## config.mk

```make
export PLATFORM = sky130hd
export DESIGN_NAME = bias_add_seq
export DESIGN_NICKNAME = d
export VERILOG_FILES = /design/src/rtl/bias_add_seq.sv
export SDC_FILE = /design/constraint.sdc
export NUM_CORES = 1
export LEC_CHECK = 0
export ABC_AREA = 1
export BUFFER_PORTS_ARGS = -buffer_cell sky130_fd_sc_hd__buf_2
export CORE_UTILIZATION = 33
export CTS_CLUSTER_SIZE = 16
export DETAILED_ROUTE_END_ITERATION = 12
export PLACE_DENSITY = 0.56
export SLEW_MARGIN = 0
export SYNTH_ARGS = -nofsm -noshare
export SYNTH_HDL_FRONTEND = slang
export SYNTH_SLANG_ARGS = --single-unit
```

## constraint.sdc

```tcl
create_clock -name clk -period 2 [get_ports clk]
set_input_delay 0.2 -clock clk [delete_from_list [all_inputs] [get_ports clk]]
set_output_delay 0.2 -clock clk [all_outputs]
set_load 0.005 [all_outputs]
```

## src/rtl/bias_add_seq.sv

```systemverilog
// Bias-add sequencer: streams neuron sums through an external registered
// bias adder, pairing each with its bias-RAM word, into a credit-gated FIFO.
module bias_add_seq #(
  parameter int NUM_OUT    = 12,
  parameter int IDX_W      = 4,
  parameter int FIFO_DEPTH = 4
) (
  input  logic             clk,
  input  logic             reset,
  input  logic             start,
  input  logic             sum_valid,
  input  logic [31:0]      sum_data,
  output logic             sum_ready,
  output logic             bias_rd_en,
  output logic [IDX_W-1:0] bias_rd_addr,
  input  logic [31:0]      bias_rd_data,
  output logic [31:0]      add_a,
  output logic [31:0]      add_b,
  input  logic [31:0]      add_result,
  output logic             out_valid,
  output logic [31:0]      out_data,
  output logic             out_last,
  input  logic             out_ready,
  output logic             busy,
  output logic             done
);

  localparam int PW = $clog2(FIFO_DEPTH);
  localparam int CW = $clog2(FIFO_DEPTH + 1);

  typedef enum logic [1:0] {IDLE, RUN, DRAIN} state_t;

  state_t           state_q, state_d;
  logic [IDX_W-1:0] idx_q, idx_d;
  logic             done_q, done_d;
  logic             v1_q, v2_q;
  logic             l1_q, l2_q;
  logic [31:0]      s1_q;
  logic [31:0]      mem_q [FIFO_DEPTH];
  logic             mlast_q [FIFO_DEPTH];
  logic [PW-1:0]    wr_q, rd_q;
  logic [CW-1:0]    cnt_q, cnt_d;
  logic [CW:0]      used;
  logic             accept, last_in;
  logic             push, pop, empty, full;

  function automatic logic [PW-1:0] nxt(input logic [PW-1:0] p);
    return (p == PW'(FIFO_DEPTH - 1)) ? '0 : p + 1'b1;
  endfunction

  // Credit counts queued plus in-flight entries; a same-cycle pop is ignored.
  assign used = {1'b0, cnt_q} + (CW+1)'(v1_q) + (CW+1)'(v2_q);
  assign sum_ready = (state_q == RUN) && (used < (CW+1)'(FIFO_DEPTH));
  assign accept = sum_valid && sum_ready;
  assign last_in = (idx_q == IDX_W'(NUM_OUT - 1));

  assign bias_rd_en = accept;
  assign bias_rd_addr = idx_q;
  assign add_a = v1_q ? s1_q : '0;
  assign add_b = v1_q ? bias_rd_data : '0;

  assign push = v2_q;
  assign empty = (cnt_q == '0);
  assign full = (cnt_q == CW'(FIFO_DEPTH));
  assign pop = !empty && out_ready;

  assign out_valid = !empty;
  assign out_data = empty ? '0 : mem_q[rd_q];
  assign out_last = !empty && mlast_q[rd_q];
  assign busy = (state_q != IDLE);
  assign done = done_q;

  always_comb begin
    state_d = state_q;
    idx_d = idx_q;
    done_d = 1'b0;
    unique case (state_q)
      IDLE: begin
        if (start) begin
          state_d = RUN;
          idx_d = '0;
        end
      end
      RUN: begin
        if (accept) begin
          idx_d = idx_q + 1'b1;
          if (last_in) state_d = DRAIN;
        end
      end
      DRAIN: begin
        if (!v1_q && !v2_q && pop && cnt_q == CW'(1)) begin
          state_d = IDLE;
          done_d = 1'b1;
        end
      end
      default: state_d = IDLE;
    endcase
  end

  always_comb begin
    cnt_d = cnt_q;
    case ({push, pop})
      2'b10: cnt_d = cnt_q + 1'b1;
      2'b01: cnt_d = cnt_q - 1'b1;
      default: cnt_d = cnt_q;
    endcase
  end

  always_ff @(posedge clk) begin
    if (reset) begin
      state_q <= IDLE;
      idx_q <= '0;
      done_q <= 1'b0;
      v1_q <= 1'b0;
      v2_q <= 1'b0;
      l1_q <= 1'b0;
      l2_q <= 1'b0;
      s1_q <= '0;
      wr_q <= '0;
      rd_q <= '0;
      cnt_q <= '0;
    end else begin
      state_q <= state_d;
      idx_q <= idx_d;
      done_q <= done_d;
      v1_q <= accept;
      v2_q <= v1_q;
      l2_q <= l1_q;
      if (accept) begin
        s1_q <= sum_data;
        l1_q <= last_in;
      end
      if (push) wr_q <= nxt(wr_q);
      if (pop) rd_q <= nxt(rd_q);
      cnt_q <= cnt_d;
    end
  end

  always_ff @(posedge clk) begin
    if (push) begin
      mem_q[wr_q] <= add_result;
      mlast_q[wr_q] <= l2_q;
    end
  end

  a_no_overflow: assert property (
    @(posedge clk) disable iff (reset) !(push && full)
  );

endmodule
```

==> impl_metrics.env, run 1 <==
export IMPL_max_vdd_ir_drop_uv=502
export IMPL_io_buffer_count=206
export IMPL_ys_seq_elements=184
export IMPL_drv_slew=0
export IMPL_use_met2_pct=28.9
export IMPL_final_util_pct=45.2
export IMPL_num_vias=6097
export IMPL_initial_utilization_pct=33.7
export IMPL_cp_required_ns=1.80
export IMPL_total_power_mw=10.2
export IMPL_syn_avg_cell_area_um2=9.91
export IMPL_post_drt_wl_per_cell_um=13.6
export IMPL_ant_nets=0
export IMPL_drc_errors=0
export IMPL_dp_hpwl_mm=12.2
export IMPL_crit_arrival_ns=1.71
export IMPL_holdPathEnd="mem_q[1][24]$_DFFE_PP_"
export IMPL_cts_tree="yes"
export IMPL_met1_usage_pct=18.5
export IMPL_nets=1171
export IMPL_antenna_found_initial=0
export IMPL_grt_pass1_wl_mm=29.8
export IMPL_cp_top_family="buffers and inverters"
export IMPL_core_um2=23500
export IMPL_r2r_cells=10
export IMPL_ys_seq_area_share_pct=63.4
export IMPL_hold_depth=1
export IMPL_syn_nets=910
export IMPL_use_met3_pct=3.99
export IMPL_report_final_hold_viol_count=0
export IMPL_path_clk_slew_ns=0.07
export IMPL_p_per_area_nw_per_um2=965
export IMPL_netlist_instances=797
export IMPL_rows=56
export IMPL_min_delay_start="add_result[24]"
export IMPL_root_buffer="clkbuf_16"
export IMPL_min_path_type="input pin to flop"
export IMPL_yosysWarnings=0
export IMPL_drive_gt1_share_pct=33.5
export IMPL_startpoint_type="flop"
export IMPL_fmax_ghz=0.524
export IMPL_relSlewSlack_pct=73.0
export IMPL_worst_path_most_repeated_cell="inv_1"
export IMPL_grt_busiest_layer="met2"
export IMPL_gr_usage_all_layers_pct=16.0
export IMPL_reg2reg_slack_ns=0.30
export IMPL_grt_max_degree=66
export IMPL_dieArea_um2=24600
export IMPL_drt_initial_drc_count=288
export IMPL_drtPass1Iterations=4
export IMPL_diodes=0
export IMPL_grt_overflow=0
export IMPL_rr_endpoint="cnt_q[2]$_SDFFE_PP0P_"
export IMPL_outcome="finished clean"
export IMPL_cts_buffer_depth=2
export IMPL_first_global_vias=5943
export IMPL_yosysUniqueCellTypes=29
export IMPL_cts_sinks=184
export IMPL_syn_area_um2=7900
export IMPL_io_pins=207
export IMPL_crit_path_max_fanout=34
export IMPL_die_y_um=157
export IMPL_worst_path_stages=7
export IMPL_crit_slowest_cell="dfxtp_2"
export IMPL_htree_levels=4
export IMPL_cp_slowest_stage_delay_ns=0.37
export IMPL_reg2reg_from="cnt_q[0]$_SDFFE_PP0P_"
export IMPL_gp_congestion=0.790
export IMPL_worst_pin_slew_ns=0.405
export IMPL_die_x_um=157
export IMPL_skew_ns=0.0122
export IMPL_syn2layout_area_growth_pct=34.3
export IMPL_via_per_inst=4.39
export IMPL_setup_viol=0
export IMPL_path_class="flop to output pin"
export IMPL_p_leak_nw=4.78
export IMPL_end_kind="output pin"
export IMPL_cap_violations=0
export IMPL_rsz0062_at_grt="yes"
export IMPL_finalWirelength_mm=18.9
export IMPL_worstPathCellList="inv_1 > ha_1 > inv_1 > nor2_4 > buf_12 > a21oi_4 > buf_2"
export IMPL_cp_buffers_inverters=4
export IMPL_worstSkewPairLatency_ns=0.43
export IMPL_numCtsBuffers=17
export IMPL_period_needed_ns=1.91
export IMPL_fin_crit_sh_pct=95.4
layout make-up:
class | count | area [um^2]
flip-flops and latches | 184 | 5010
repair buffers | 284 | 1840
well taps | 319 | 399
clock inverters | 13 | 146
multi-input cells | 477 | 2410
inverters | 94 | 372
clock buffers | 19 | 433
fillers | 2230 | 12900
where the power goes:
| group | internal (mW) | switching (mW) | total [mW] |
|---|---|---|---|
| Clock | 1.86 | 1.45 | 3.31 |
| Sequential | 4.18 | 0.0964 | 4.28 |
| Combinational | 1.08 | 1.58 | 2.65 |
cells by family (layout without fill, tap and decap cells):
group | Yosys count | after routing | share of synthesized area (%)
buf+inv | 136 | 410 | 7.06
xor+xnor | 3 | 3 | 0.333
fa+ha+maj | 12 | 12 | 1.90
simple gates | 314 | 314 | 16.5
flops | 184 | 184 | 63.4
compound gates | 148 | 148 | 10.8
metal layers:
metal / wire length (um) / vias up
li1: - / 3106
met1: 8240 / 2775
met2: 9400 / 202
met3: 1130 / 14
met4: 159 / 0
met5: 0 / -
state kept, by name (all words and copies together) (netlist names), named ones only:
name and count:
mem_q 128, s1_q 32, bias_rd_addr 4, mlast_q 4, cnt_q 3, rd_q 2
state_q 2, wr_q 2, done 1, l1_q 1, l2_q 1, push 1
v1_q 1
how the worst max path moves through the flow:
stage / from / to
6_report: cnt_q[0]$_SDFFE_PP0P_ / out_data[2]
5_1_grt: flop / out_data[9]
3_5_place_dp: push$_SDFF_PP0_ / s1_q[14]$_SDFFE_PP0P_
2_1_floorplan: cnt_q[0]$_SDFFE_PP0P_ / cnt_q[2]$_SDFFE_PP0P_
4_1_cts: cnt_q[0]$_SDFFE_PP0P_ / out_data[25]
3_3_place_gp: cnt_q[0]$_SDFFE_PP0P_ / cnt_q[2]$_SDFFE_PP0P_
cell usage in the layout, fill, tap and decap left out, types with 4 or more instances in the layout:
cell type,n
a21oi_2,44
a21oi_1,29
dfxtp_2,4
dfxtp_1,47
clkinvlp_4,5
buf_4,23
nor2_1,147
nand2_2,31
clkbuf_16,17
ha_1,12
dlygate4sd3_1,44
buf_12,7
nand2_1,121
nand3_1,4
o21ai_0,70
buf_2,206
inv_1,90
edfxtp_1,132
through the flow:
step | TNS (ns) | instances | cell area (um^2) | hold slack (ns) | setup slack, ns
after floorplan | 0 | 797 | 7900 | 0.299 | 0.299
after global placement | 0 | 1302 | 9390 | 0.415 | 0.247
after detailed placement | 0 | 1302 | 9390 | 0.419 | 0.263
after CTS | 0 | 1380 | 10500 | 0.000305 | 0.0119
after global routing | -0.0526 | 1390 | 10600 | 0.00334 | -0.0159
final | 0 | 1390 | 10600 | 0.0105 | 0.0913
cells in the mapped netlist:
master	number	area, um^2
nor2_4	1	11.3
nand2_1	121	454
a21oi_2	29	254
o211a_1	1	10.0
inv_2	2	7.51
buf_8	3	45.0
nor2_1	147	552
xor2_1	2	17.5
o21ai_0	73	365
ha_1	12	150
clkbuf_1	26	97.6
or2_1	1	6.26
edfxtp_1	132	3960
nor3b_1	1	7.51
nand2_2	31	194
inv_1	91	342
buf_2	9	45.0
inv_4	1	6.26
nand3b_1	1	7.51
nor3_1	1	5.00
a21oi_1	45	225
dfxtp_1	52	1040
nor4_1	1	6.26
nand3_1	4	20.0
nand3_4	1	17.5
buf_1	4	15.0
nor2_2	2	12.5
xnor2_1	1	8.76
nand4_1	2	12.5
what timing repair did:
| item | 4_1_cts | 5_1_grt |
|---|---|---|
| setup endpoints to repair | 34 | 27 |
| resized for setup | 10 | 25 |
| endpoints found under the hold margin | 125 | 0 |
| hold buffers | 44 | 0 |
| buffers inserted | 2 | 10 |
Note: power is estimated with default switching activity, not from simulation.
==> run 2, diff against run 1 <==
clock period = 2.15 ns   (was 2 ns; I/O delays follow)
==> run 2 against run 1 <==
Wire length decreased by 0.46%. Non-clock buffer count fell by 32. Worst hold slack gained 0.011 ns. Clock skew up 0.0016 ns. Utilization shrank 1.9 points. Global-route usage shrank 0.20 points. Combinational power fell by 17%. Highest routed layer unchanged.
==> impl_metrics.env, run 2 (synthesis gave the netlist of run 1 again) <==
export IMPL_outcome="finished clean"
export IMPL_dieArea_um2=24600
export IMPL_fillCellCount=2297
export IMPL_io_buffer_count=206
export IMPL_reg2reg_slack_ns=0.31
export IMPL_min_path_type="input pin to flop"
export IMPL_final_cell_mix="buf_2, nor2_1, edfxtp_1"
export IMPL_numCtsBuffers=17
export IMPL_worstSkewPairLatency_ns=0.43
export IMPL_drv_slew=0
export IMPL_rsz0062_at_grt="no"
export IMPL_seq_area_um2=5010
export IMPL_worst_pin_slew_ns=0.662
export IMPL_report_final_hold_viol_count=0
export IMPL_drtPass1Iterations=4
export IMPL_finalSetupTns_ns=0
export IMPL_nets=1139
export IMPL_syn2layout_area_growth_pct=28.7
export IMPL_cp_required_ns=1.93
export IMPL_cap_violations=0
export IMPL_period_needed_ns=2.02
export IMPL_cts_setup_buffers=0
export IMPL_die_x_um=157
export IMPL_first_global_vias=5845
export IMPL_rr_endpoint="cnt_q[2]$_SDFFE_PP0P_"
export IMPL_largest_register="mem_q"
export IMPL_startpoint_type="flop"
export IMPL_grt_pass1_wl_mm=29.6
export IMPL_gp_congestion=0.815
export IMPL_via_per_inst=4.40
export IMPL_max_vdd_ir_drop_uv=445
export IMPL_htree_levels=4
export IMPL_startpoint="cnt_q[0]$_SDFFE_PP0P_"
export IMPL_root_buffer="clkbuf_16"
export IMPL_die_y_um=157
export IMPL_drc_errors=0
export IMPL_post_drt_wl_per_cell_um=13.9
export IMPL_initial_utilization_pct=33.7
export IMPL_grt_overflow=0
export IMPL_cts_sinks=184
export IMPL_num_vias=5979
export IMPL_cts_buffer_depth=2
export IMPL_drive_gt1_share_pct=32.3
export IMPL_r2r_cells=10
export IMPL_io_pins=207
export IMPL_end_kind="output pin"
export IMPL_drt_initial_drc_count=228
export IMPL_placedCellCount=1306
export IMPL_cts_tree="yes"
export IMPL_crit_path_max_fanout=20
export IMPL_relSlewSlack_pct=55.9
export IMPL_crit_arrival_ns=1.81
export IMPL_multi_input_area_um2=2350
export IMPL_path_clk_slew_ns=0.07
export IMPL_setup_viol=0
export IMPL_p_per_area_nw_per_um2=914
export IMPL_core_um2=23500
export IMPL_path_class="flop to output pin"
export IMPL_reg2reg_from="cnt_q[0]$_SDFFE_PP0P_"
export IMPL_fmax_ghz=0.494
export IMPL_layout_commonest_cell="buf_2"
export IMPL_hold_depth=1
export IMPL_min_delay_start="add_result[22]"
export IMPL_holdPathEnd="mem_q[3][22]$_DFFE_PP_"
export IMPL_gr_usage_all_layers_pct=15.8
export IMPL_largest_register_ffs=128
export IMPL_skew_ns=0.0137
export IMPL_fin_crit_sh_pct=94.1
export IMPL_stdcell_count=1359
export IMPL_antenna_found_initial=2
export IMPL_finalWirelength_mm=18.8
export IMPL_grt_max_degree=67
export IMPL_reg_top3="mem_q (128), s1_q (32)"
export IMPL_rows=56
export IMPL_p_leak_nw=4.61
export IMPL_dp_hpwl_mm=12.5
export IMPL_ant_nets=0
==> run 2: changes by cell type in the layout (fill, tap and decap cells not counted), moves of 3 or more <==
cell	previous run	this run
a21oi_1	29	44
a21oi_2	44	30
buf_12	7	2
dlygate4sd3_1	44	20
o21ai_0	70	73
o21ai_1	3	0
==> run 2: worst max path at each step <==
| stage | to | cells past startpoint | slack [ns] |
|---|---|---|---|
| final | out_data[8] | 7 | 0.13 |
| after global routing | out_data[23] | 6 | 0.01 |
| after CTS | out_data[8] | 7 | 0.008 |
| after detailed placement | cnt_q[2]$_SDFFE_PP0P_ | 10 | 0.25 |
| after global placement | cnt_q[2]$_SDFFE_PP0P_ | 10 | 0.31 |
| after floorplan | cnt_q[2]$_SDFFE_PP0P_ | 10 | 0.45 |
==> run 2: area by class of cell <==
cell class,instances,area share [%]
sequential,184,49.3
multi-input combinational,477,23.1
timing repair buffer,252,14.3
clock buffer,17,4.18
tap,319,3.93
inverter,94,3.52
clock inverter,14,1.62
antenna,2,0.0492
==> run 2: per-layer routing <==
layer / up-vias / routed length [um] / track usage [%]
met5: - / 0 / 0
met2: 197 / 9190 / 27.5
li1: 3047 / - / -
met3: 11 / 1350 / 4.74
met4: 0 / 147 / 4.20
met1: 2724 / 8160 / 18.8
==> run 2: metrics by stage <==
| step | total power, mW | cell area (um^2) | setup slack (ns) | utilization [%] | hold slack, ns |
|---|---|---|---|---|---|
| global placement | 6.24 | 9360 | 0.309 | 39.9 | 0.429 |
| finish | 9.29 | 10200 | 0.127 | 43.3 | 0.0213 |
| global route | 9.82 | 10200 | 0.0133 | 43.3 | 0.00726 |
| floorplan | 5.28 | 7900 | 0.449 | - | 0.314 |
| detailed placement | 6.25 | 9360 | 0.252 | 39.9 | 0.419 |
| CTS | 9.40 | 10200 | 0.00847 | 43.3 | 0.00127 |
==> run 2: power breakdown <==
part / switching, mW / total (mW) / internal, mW / leakage, nW
Combinational: 1.35 / 2.19 / 0.840 / 2.72
Sequential: 0.107 / 3.99 / 3.89 / 1.61
Clock: 1.36 / 3.10 / 1.74 / 0.277
Total: 2.82 / 9.29 / 6.47 / 4.61
==> run 2: worst max-delay path, stage by stage, from the launching register on <==
cell and delay, ns:
dfxtp_2 0.37, inv_1 0.07, ha_1 0.20, inv_1 0.09, nor2_4 0.04, buf_4 0.23, a21oi_1 0.22, buf_2 0.15
==> run 2: timing repair <==
action                                  in CTS  in global routing
resized for setup                            2                  4
hold buffers                                20                  0
endpoints found under the hold margin       74                  0
endpoints found under the setup margin       5                 13
